==> src/rtl/load_store_unit.sv <==
// Load/store initiator for a word-wide data memory: RV32I sub-word extract/extend and SB/SH read-modify-write.
// Optional build macro LSU_MISALIGN_TRAP_EN turns misaligned LH/LHU/SH/LW/SW into error responses.
module load_store_unit #(
  parameter int MEM_WORDS = 64
) (
  input  logic        clk,
  input  logic        rst,
  input  logic        req_valid,
  output logic        req_ready,
  input  logic        req_we,
  input  logic [2:0]  req_funct3,
  input  logic [31:0] req_addr,
  input  logic [31:0] req_wdata,
  output logic        resp_valid,
  input  logic        resp_ready,
  output logic [31:0] resp_rdata,
  output logic        resp_err,
  output logic [31:0] mem_A,
  output logic [31:0] mem_WD,
  output logic        mem_WE,
  input  logic [31:0] mem_RD
);

  typedef enum logic [1:0] {
    ST_IDLE   = 2'd0,
    ST_ACCESS = 2'd1,
    ST_MERGE  = 2'd2,
    ST_RESP   = 2'd3
  } state_t;

  localparam logic [31:0] MEM_BYTES = 32'(MEM_WORDS * 4);

  function automatic logic funct3_illegal(input logic we, input logic [2:0] f3);
    logic bad;
    if (we) begin
      case (f3)
        3'd0, 3'd1, 3'd2: bad = 1'b0;
        default:          bad = 1'b1;
      endcase
    end else begin
      case (f3)
        3'd0, 3'd1, 3'd2, 3'd4, 3'd5: bad = 1'b0;
        default:                      bad = 1'b1;
      endcase
    end
    return bad;
  endfunction

`ifdef LSU_MISALIGN_TRAP_EN
  function automatic logic misaligned(input logic [2:0] f3, input logic [1:0] off);
    logic mis;
    case (f3[1:0])
      2'd1:    mis = off[0];
      2'd2:    mis = (off != 2'd0);
      default: mis = 1'b0;
    endcase
    return mis;
  endfunction
`endif

  // Low address bits below the access size are ignored: a half uses lane off[1].
  function automatic logic [31:0] load_extract(input logic [31:0] word, input logic [1:0] off,
                                               input logic [2:0] f3);
    logic [7:0]  b;
    logic [15:0] h;
    logic [31:0] r;
    b = word[{off, 3'b000} +: 8];
    if (off[1]) begin
      h = word[31:16];
    end else begin
      h = word[15:0];
    end
    case (f3)
      3'd0:    r = {{24{b[7]}}, b};
      3'd1:    r = {{16{h[15]}}, h};
      3'd2:    r = word;
      3'd4:    r = {24'd0, b};
      3'd5:    r = {16'd0, h};
      default: r = 32'd0;
    endcase
    return r;
  endfunction

  function automatic logic [31:0] store_merge(input logic [31:0] word, input logic [1:0] off,
                                              input logic [2:0] f3, input logic [31:0] wdata);
    logic [31:0] m;
    m = word;
    case (f3)
      3'd0: m[{off, 3'b000} +: 8] = wdata[7:0];
      3'd1: begin
        if (off[1]) begin
          m[31:16] = wdata[15:0];
        end else begin
          m[15:0] = wdata[15:0];
        end
      end
      default: m = wdata;
    endcase
    return m;
  endfunction

  state_t      state_r, state_s;
  logic        we_r, we_s;
  logic [2:0]  funct3_r, funct3_s;
  logic [31:0] addr_r, addr_s;
  logic [31:0] wdata_r, wdata_s;
  logic        resp_valid_r, resp_valid_s;
  logic [31:0] resp_rdata_r, resp_rdata_s;
  logic        resp_err_r, resp_err_s;
  logic [31:0] mem_a_r, mem_a_s;
  logic [31:0] mem_wd_r, mem_wd_s;
  logic        mem_we_r, mem_we_s;
  logic        mis_err_s;
  logic        req_err_s;

`ifdef LSU_MISALIGN_TRAP_EN
  assign mis_err_s = misaligned(req_funct3, req_addr[1:0]);
`else
  assign mis_err_s = 1'b0;
`endif

  assign req_err_s = funct3_illegal(req_we, req_funct3) || (req_addr >= MEM_BYTES) || mis_err_s;

  // Next-state and next-output computation; memory-port outputs are registered from here.
  always_comb begin
    state_s      = state_r;
    we_s         = we_r;
    funct3_s     = funct3_r;
    addr_s       = addr_r;
    wdata_s      = wdata_r;
    resp_rdata_s = resp_rdata_r;
    resp_err_s   = resp_err_r;
    mem_a_s      = 32'd0;
    mem_wd_s     = 32'd0;
    mem_we_s     = 1'b0;
    case (state_r)
      ST_IDLE: begin
        if (req_valid) begin
          we_s         = req_we;
          funct3_s     = req_funct3;
          addr_s       = req_addr;
          wdata_s      = req_wdata;
          resp_rdata_s = 32'd0;
          if (req_err_s) begin
            resp_err_s = 1'b1;
            state_s    = ST_RESP;
          end else begin
            resp_err_s = 1'b0;
            state_s    = ST_ACCESS;
            mem_a_s    = {req_addr[31:2], 2'b00};
            // SW writes during ACCESS itself, so its strobe is loaded at accept.
            if (req_we && (req_funct3 == 3'd2)) begin
              mem_we_s = 1'b1;
              mem_wd_s = req_wdata;
            end else begin
              mem_we_s = 1'b0;
              mem_wd_s = 32'd0;
            end
          end
        end else begin
          state_s = ST_IDLE;
        end
      end
      ST_ACCESS: begin
        if (we_r) begin
          if (funct3_r == 3'd2) begin
            state_s = ST_RESP;
          end else begin
            mem_a_s  = mem_a_r;
            mem_wd_s = store_merge(mem_RD, addr_r[1:0], funct3_r, wdata_r);
            mem_we_s = 1'b1;
            state_s  = ST_MERGE;
          end
        end else begin
          resp_rdata_s = load_extract(mem_RD, addr_r[1:0], funct3_r);
          state_s      = ST_RESP;
        end
      end
      ST_MERGE: begin
        state_s = ST_RESP;
      end
      ST_RESP: begin
        if (resp_ready) begin
          state_s = ST_IDLE;
        end else begin
          state_s = ST_RESP;
        end
      end
      default: begin
        state_s = ST_IDLE;
      end
    endcase
  end

  assign resp_valid_s = (state_s == ST_RESP);

  // State, latched request and registered outputs.
  always_ff @(posedge clk) begin
    if (rst) begin
      state_r      <= ST_IDLE;
      we_r         <= 1'b0;
      funct3_r     <= 3'd0;
      addr_r       <= 32'd0;
      wdata_r      <= 32'd0;
      resp_valid_r <= 1'b0;
      resp_rdata_r <= 32'd0;
      resp_err_r   <= 1'b0;
      mem_a_r      <= 32'd0;
      mem_wd_r     <= 32'd0;
      mem_we_r     <= 1'b0;
    end else begin
      state_r      <= state_s;
      we_r         <= we_s;
      funct3_r     <= funct3_s;
      addr_r       <= addr_s;
      wdata_r      <= wdata_s;
      resp_valid_r <= resp_valid_s;
      resp_rdata_r <= resp_rdata_s;
      resp_err_r   <= resp_err_s;
      mem_a_r      <= mem_a_s;
      mem_wd_r     <= mem_wd_s;
      mem_we_r     <= mem_we_s;
    end
  end

  assign req_ready  = (state_r == ST_IDLE);
  assign resp_valid = resp_valid_r;
  assign resp_rdata = resp_rdata_r;
  assign resp_err   = resp_err_r;
  assign mem_A      = mem_a_r;
  assign mem_WD     = mem_wd_r;
  assign mem_WE     = mem_we_r;

endmodule

==> config.mk <==
export PLATFORM = sky130hd
export DESIGN_NAME = load_store_unit
export DESIGN_NICKNAME = d
export VERILOG_FILES = /design/src/rtl/load_store_unit.sv
export SDC_FILE = /design/constraint.sdc
export NUM_CORES = 1
export LEC_CHECK = 0
export ABC_AREA = 1
export CAP_MARGIN = 15
export CORE_MARGIN = 5
export CORE_UTILIZATION = 60
export DETAILED_ROUTE_END_ITERATION = 7
export DONT_BUFFER_PORTS = 1
export PLACE_DENSITY_LB_ADDON = 0.15
export SLEW_MARGIN = 30
export SYNTH_ARGS = -nofsm -noshare
export SYNTH_HDL_FRONTEND = slang
export SYNTH_SLANG_ARGS = --single-unit
==> constraint.sdc <==
create_clock -name clk -period 2.4 [get_ports clk]
set_input_delay 0.48 -clock clk [delete_from_list [all_inputs] [get_ports clk]]
set_output_delay 0.48 -clock clk [all_outputs]
set_load 0.03 [all_outputs]
# Word-level counts from Yosys, hierarchy flattened
# Cells that the tools add are included.
word_totals:
  register_bits: 139
  inputBits: 104
  wordCells: 77
classes:
  addsub: 1
  order_cmp: 1
  n_eq_ne: 15
  shift: 3
  mux: 36
  reduce_logical: 10
op_table:
  columns: ["op", "n"]
  rows:
  - ["2-to-1 mux 32 bit", 11]
  - ["case mux 32 bit (2 select lines)", 4]
  - ["case mux 32 bit (5 select lines)", 1]
  - ["2-to-1 mux 16 bit", 3]
  - ["bitwise mux 32 bit", 1]
  - ["greater-or-equal comparator 32 x 9 -> 1 bit (second input constant)", 1]
  - ["variable shift 8 x 7 -> 32 bit (first input constant)", 1]
  - ["indexed part select 32 x 6 -> 8 bit", 1]
  - ["indexed part select 8 x 7 -> 32 bit", 1]
  - ["equality test 3 bit (second input constant)", 4]
  - ["2-to-1 mux 1 bit", 10]
  - ["2-to-1 mux 2 bit", 4]
  - ["case mux 2 bit (4 select lines)", 1]
  - ["negation 5 -> 7 bit", 1]
  - ["equality test 2 bit (second input constant)", 3]
  - ["equality test 3 x 1 -> 1 bit (second input constant)", 2]
  - ["equality test 3 x 2 -> 1 bit (second input constant)", 2]
  - ["logical NOT 3 bit", 2]
  - ["OR reduction 5 bit", 1]
  - ["inequality test 2 bit (second input constant)", 2]
  - ["inequality test 3 bit (second input constant)", 1]
  - ["AND reduction 3 bit", 1]
  - ["OR reduction 3 bit", 1]
  - ["equality test 2 x 1 -> 1 bit (second input constant)", 1]
  - ["6 further kinds", 6]

# Depth between registers and ports, before layout
logic_depth:
  ltp_word: 9
  mapped_depth: 13

# Worst setup path after synthesis
# Ideal clock, no wire load.
synth_path:
  kind: "reg2reg"
  from: "register addr_r[0]"
  to: "register mem_wd_r[16], in the netlist mem_WD[16]"
  setup_ps: 71
  t_arrival_ps: 1981
  required_time_ps: 2329
  path_slack_ps: 348
  path_stages_with_launch: 13
  path_buffers: 2
  path_cell_list: "dfxtp_1 buf_2 inv_1 buf_2 ha_1 inv_1 nor2_1 nand3_1 nand2_1 nand2_1 nand3_1 nand2_1 a21oi_1"
synth_between:
  elab_chain_len: 7
  elab_cells_between_ends: 8
  classes_between: "add/sub: 1; shift: 2; mux: 5"
synth_lines:
  columns: ["item", "line_no", "rtl"]
  rows:
  - ["start, declared", "105", "logic [31:0] addr_r, addr_s;"]
  - ["start signal, assigned", "215", "addr_r <= addr_s;"]
  - ["negation 5 -> 7 bit (*)", "89", "3'd0: m[{off, 3'b000} +: 8] = wdata[7:0];"]
  - ["indexed part select 8 x 7 -> 32 bit / variable shift 8 x 7 -> 32 bit (equally long branches)", "89", null]
  - ["bitwise mux 32 bit (*)", "89", null]
  - ["case mux 32 bit (2 select lines) (*)", "88", "case (f3)"]
  - ["2-to-1 mux 32 bit (*)", "166", "if (funct3_r == 3'd2) begin"]
  - ["2-to-1 mux 32 bit (*)", "165", "if (we_r) begin"]
  - ["case mux 32 bit (2 select lines) (*)", "136", "case (state_r)"]
  - ["end signal, assigned", "221", "mem_wd_r <= mem_wd_s;"]
  - ["end, declared", "111", "logic [31:0] mem_wd_r, mem_wd_s;"]
# Mark *: on every way between the ends. The rest lies on a longest branch, timed or not.
# A chain may end at the register's enable or synchronous reset.

# Final worst setup path
layout_path:
  from: "register addr_r[1]"
  to: "register mem_wd_r[20], in the netlist mem_WD[20]"
layout_between:
  elab_chain_len: 7
  elab_cells_between_ends: 9
  classes_between: "add/sub: 1; shift: 2; mux: 6"
layout_lines:
  columns: ["item", "line_no"]
  rows:
  - ["negation 5 -> 7 bit", "89"]
  - ["indexed part select 8 x 7 -> 32 bit / variable shift 8 x 7 -> 32 bit (equally long branches)", "89"]
  - ["bitwise mux 32 bit", "89"]
  - ["case mux 32 bit (2 select lines) (*)", "88"]
  - ["2-to-1 mux 32 bit (*)", "166"]
  - ["2-to-1 mux 32 bit (*)", "165"]
  - ["case mux 32 bit (2 select lines) (*)", "136"]
# Marks and branches as above.

==> impl_metrics.yaml <==
timing:
  relSlewSlack_pct: 49.23
  tightest_slew_ns: 0.7587
  fin_ws_ns: 0.3857
  hold_ws_ns: 0.1317
  finalCritPeriodShare_pct: 83.93
  rsz0062_at_grt: "false"
  setup_violations: 0
  finalMaxSlewViolations: 0
  finalHoldViolCount: 0
  finalSetupTns_ns: 0
  fmax_mhz: 496.4
  clock_skew_ns: 0.007499
  period_needed_ns: 2.014
power:
  p_per_area_mw_per_mm2: 874.4
  p_leak_nw: 3.009
  ir_drop_uv: 499.6
yosys:
  synth_seq_cells: 137
  ys_warn_count: 0
  ys_types: 30
  syn_area_sq_mm: 0.007057
  seq_area_frac_synth_pct: 38.87
  syn-instance-count: 1088
  synth.avg_cell_area_sq_um: 6.486
floorplanning:
  ios: 204
  rows: 39
  start_util_pct: 61.54
  dieArea_sq_mm: 0.01403
  die_height_um: 118.5
  core_area_sq_mm: 0.01147
  die_w_um: 118.5
clocking:
  clock_path_buffers: 2
  tritoncts: "built"
  clock_sinks: 137
  cts_max_level: 4
  cts_resized: 0
  clk_pin_slew_ns: 0.06
  post_cts_buffers: 0
  ctsRootBufferMaster: "clkbuf_16"
  postCtsHoldBufs: 0
  cts_made_buffers: 17
  clkLatencyLatePin_ns: 0.42
place:
  io_buffers: 0
  place_area_sq_mm: 0.007027
  dpl.hpwl_mm: 14.62
  post-place-ws_ns: 0.3196
  gp_congestion: 0.9121
run_status:
  status: "complete, no violations"
cells_and_area:
  antenna_cells: 0
  area_delta_synth_final_pct: 7.748
  nNetsFinal: 1162
  drive_gt1_share_pct: 7.505
  final_util_pct: 66.31
  fin_area_sq_mm: 0.007604
detailed_routing:
  routed_wl_mm: 20.65
  drtIter0Drc: 688
  post_drt_wl_per_cell_um: 17.08
  vias: 6884
  drtPass1Iterations: 6
  drc: 0
  viasPerCell: 5.694
  antenna_left: 0
setup_path:
  worstSetupPathType: "reg2reg"
  required_ns: 2.75
  crit_path_start_kind: "flop"
  cp.arrival_ns: 2.36
  cp_max_fo: 9
  worstSetupEndpointType: "flop"
grt:
  globalRouteTotalUtil_pct: 28.55
  grt_pass1_wl_mm: 32.78
  grt_pass1_vias: 6351
  antenna_found_initial: 0
  grt_overflow: 0
  grt_max_degree: 126
worst_hold_path:
  hp-class: "in2reg"
run:
  cap_violations: 0
==> through the flow <==
| stage | total power [mW] | instances |
|---|---|---|
| after detailed placement | 4.120 | 1177 |
| after global placement | 4.111 | 1177 |
| after CTS | 6.662 | 1209 |
| after global routing | 6.999 | 1209 |
| final | 6.649 | 1209 |
| after floorplan | 3.863 | 1089 |
==> power breakdown <==
part	switching, mW	internal [mW]
registers	0.256	2.41
clock network	1.08	1.48
logic	0.983	0.438
==> cell usage in the layout (no fill, tap or decap), types with 3 or more instances in the layout <==
cell type / instances
clkinvlp_4: 4
dfxtp_1: 136
o21ai_0: 74
a21oi_1: 146
ha_1: 5
o21ai_1: 3
inv_6: 5
nand2_1: 406
nand3_1: 56
o211ai_1: 8
a21oi_2: 8
nand3b_1: 24
inv_2: 5
clkbuf_16: 17
nor2_1: 54
buf_4: 13
inv_1: 71
nor2_4: 3
nor2_2: 3
nand2_2: 4
==> worst paths after layout <==
kind	cells past startpoint	startpoint	slack, ns	end
hold reg to reg	2	wdata_r[17]$_SDFFE_PP0P_	0.46	wdata_r[17]$_SDFFE_PP0P_
setup / recovery	10	addr_r[1]$_SDFFE_PP0P_	0.39	mem_WD[20]$_SDFF_PP0_
setup reg to reg	10	addr_r[1]$_SDFFE_PP0P_	0.39	mem_WD[20]$_SDFF_PP0_
hold / removal	1	rst	0.13	wdata_r[19]$_SDFFE_PP0P_
==> sequential cells by signal (all words and copies together), names as in the netlist <==
register and count:
state_r 2, mem_WD 32, addr_r 2, resp_err 1, funct3_r 3, we_r 1
wdata_r 32, mem_WE 1, resp_valid 1, mem_A 30, resp_rdata 32
==> critical path, stage by stage (launching register included) <==
cell and delay, ns:
dfxtp_2 0.42, inv_2 0.05, ha_1 0.35, inv_1 0.14, nor2_1 0.45, nand3_1 0.14, nand2_1 0.09, nand2_1 0.05
nand3_1 0.07, nand2_1 0.05, a21oi_1 0.13
==> final cells by class <==
class,instances,area (sq um)
Inverter,78,297.8
Tap cell,143,178.9
Timing Repair Buffer,15,137.6
Clock inverter,14,137.6
Multi-Input combinational cell,804,3669
Sequential cell,137,2744
Fill cell,1082,3864
Clock buffer,18,439.2
==> per-layer routing <==
layer / global-route usage (%) / share of wire, % / wire, um / vias to the layer above
met1: 36.66 / 41 / 8516 / 3130
met2: 45.15 / 46 / 9446 / 301
met5: 0 / 0 / 0 / -
li1: - / - / - / 3407
met3: 8.214 / 9.9 / 2052 / 46
met4: 11.84 / 3.1 / 633 / 0
==> kinds of logic after synthesis <==
family,count (synthesis),share of synthesized area (%)
buffers and inverters,148,9.379
AOI/OAI and AO/OA,242,18.12
adders and majority gates,5,0.8865
other,1,0.05314
and+or+nand+nor,555,32.69
DFF,137,38.87
==> Yosys cell counts <==
library cell / number / area share, %
nand2_1: 406 / 22
a21oi_1: 146 / 10
dfxtp_1: 137 / 39
o21ai_0: 74 / 5.2
inv_1: 71 / 3.8
nand3_1: 56 / 4.0
nor2_1: 56 / 3.0
buf_2: 30 / 2.1
nand3b_1: 24 / 2.6
clkbuf_1: 23 / 1.2
buf_4: 11 / 1.2
a21oi_2: 8 / 0.99
o211ai_1: 8 / 0.85
ha_1: 5 / 0.89
inv_2: 5 / 0.27
nand2_2: 4 / 0.35
buf_1: 3 / 0.16
buf_6: 3 / 0.48
nor2_4: 3 / 0.48
o21ai_1: 3 / 0.21
inv_4: 2 / 0.18
nand3_2: 2 / 0.28
conb_1: 1 / 0.053
nand2_4: 1 / 0.16
nor2_2: 1 / 0.089
nor3_2: 1 / 0.14
o21a_1: 1 / 0.11
o21ai_2: 1 / 0.12
o21ai_4: 1 / 0.23
or2_2: 1 / 0.089
Note: power is estimated with default switching activity, not from simulation.
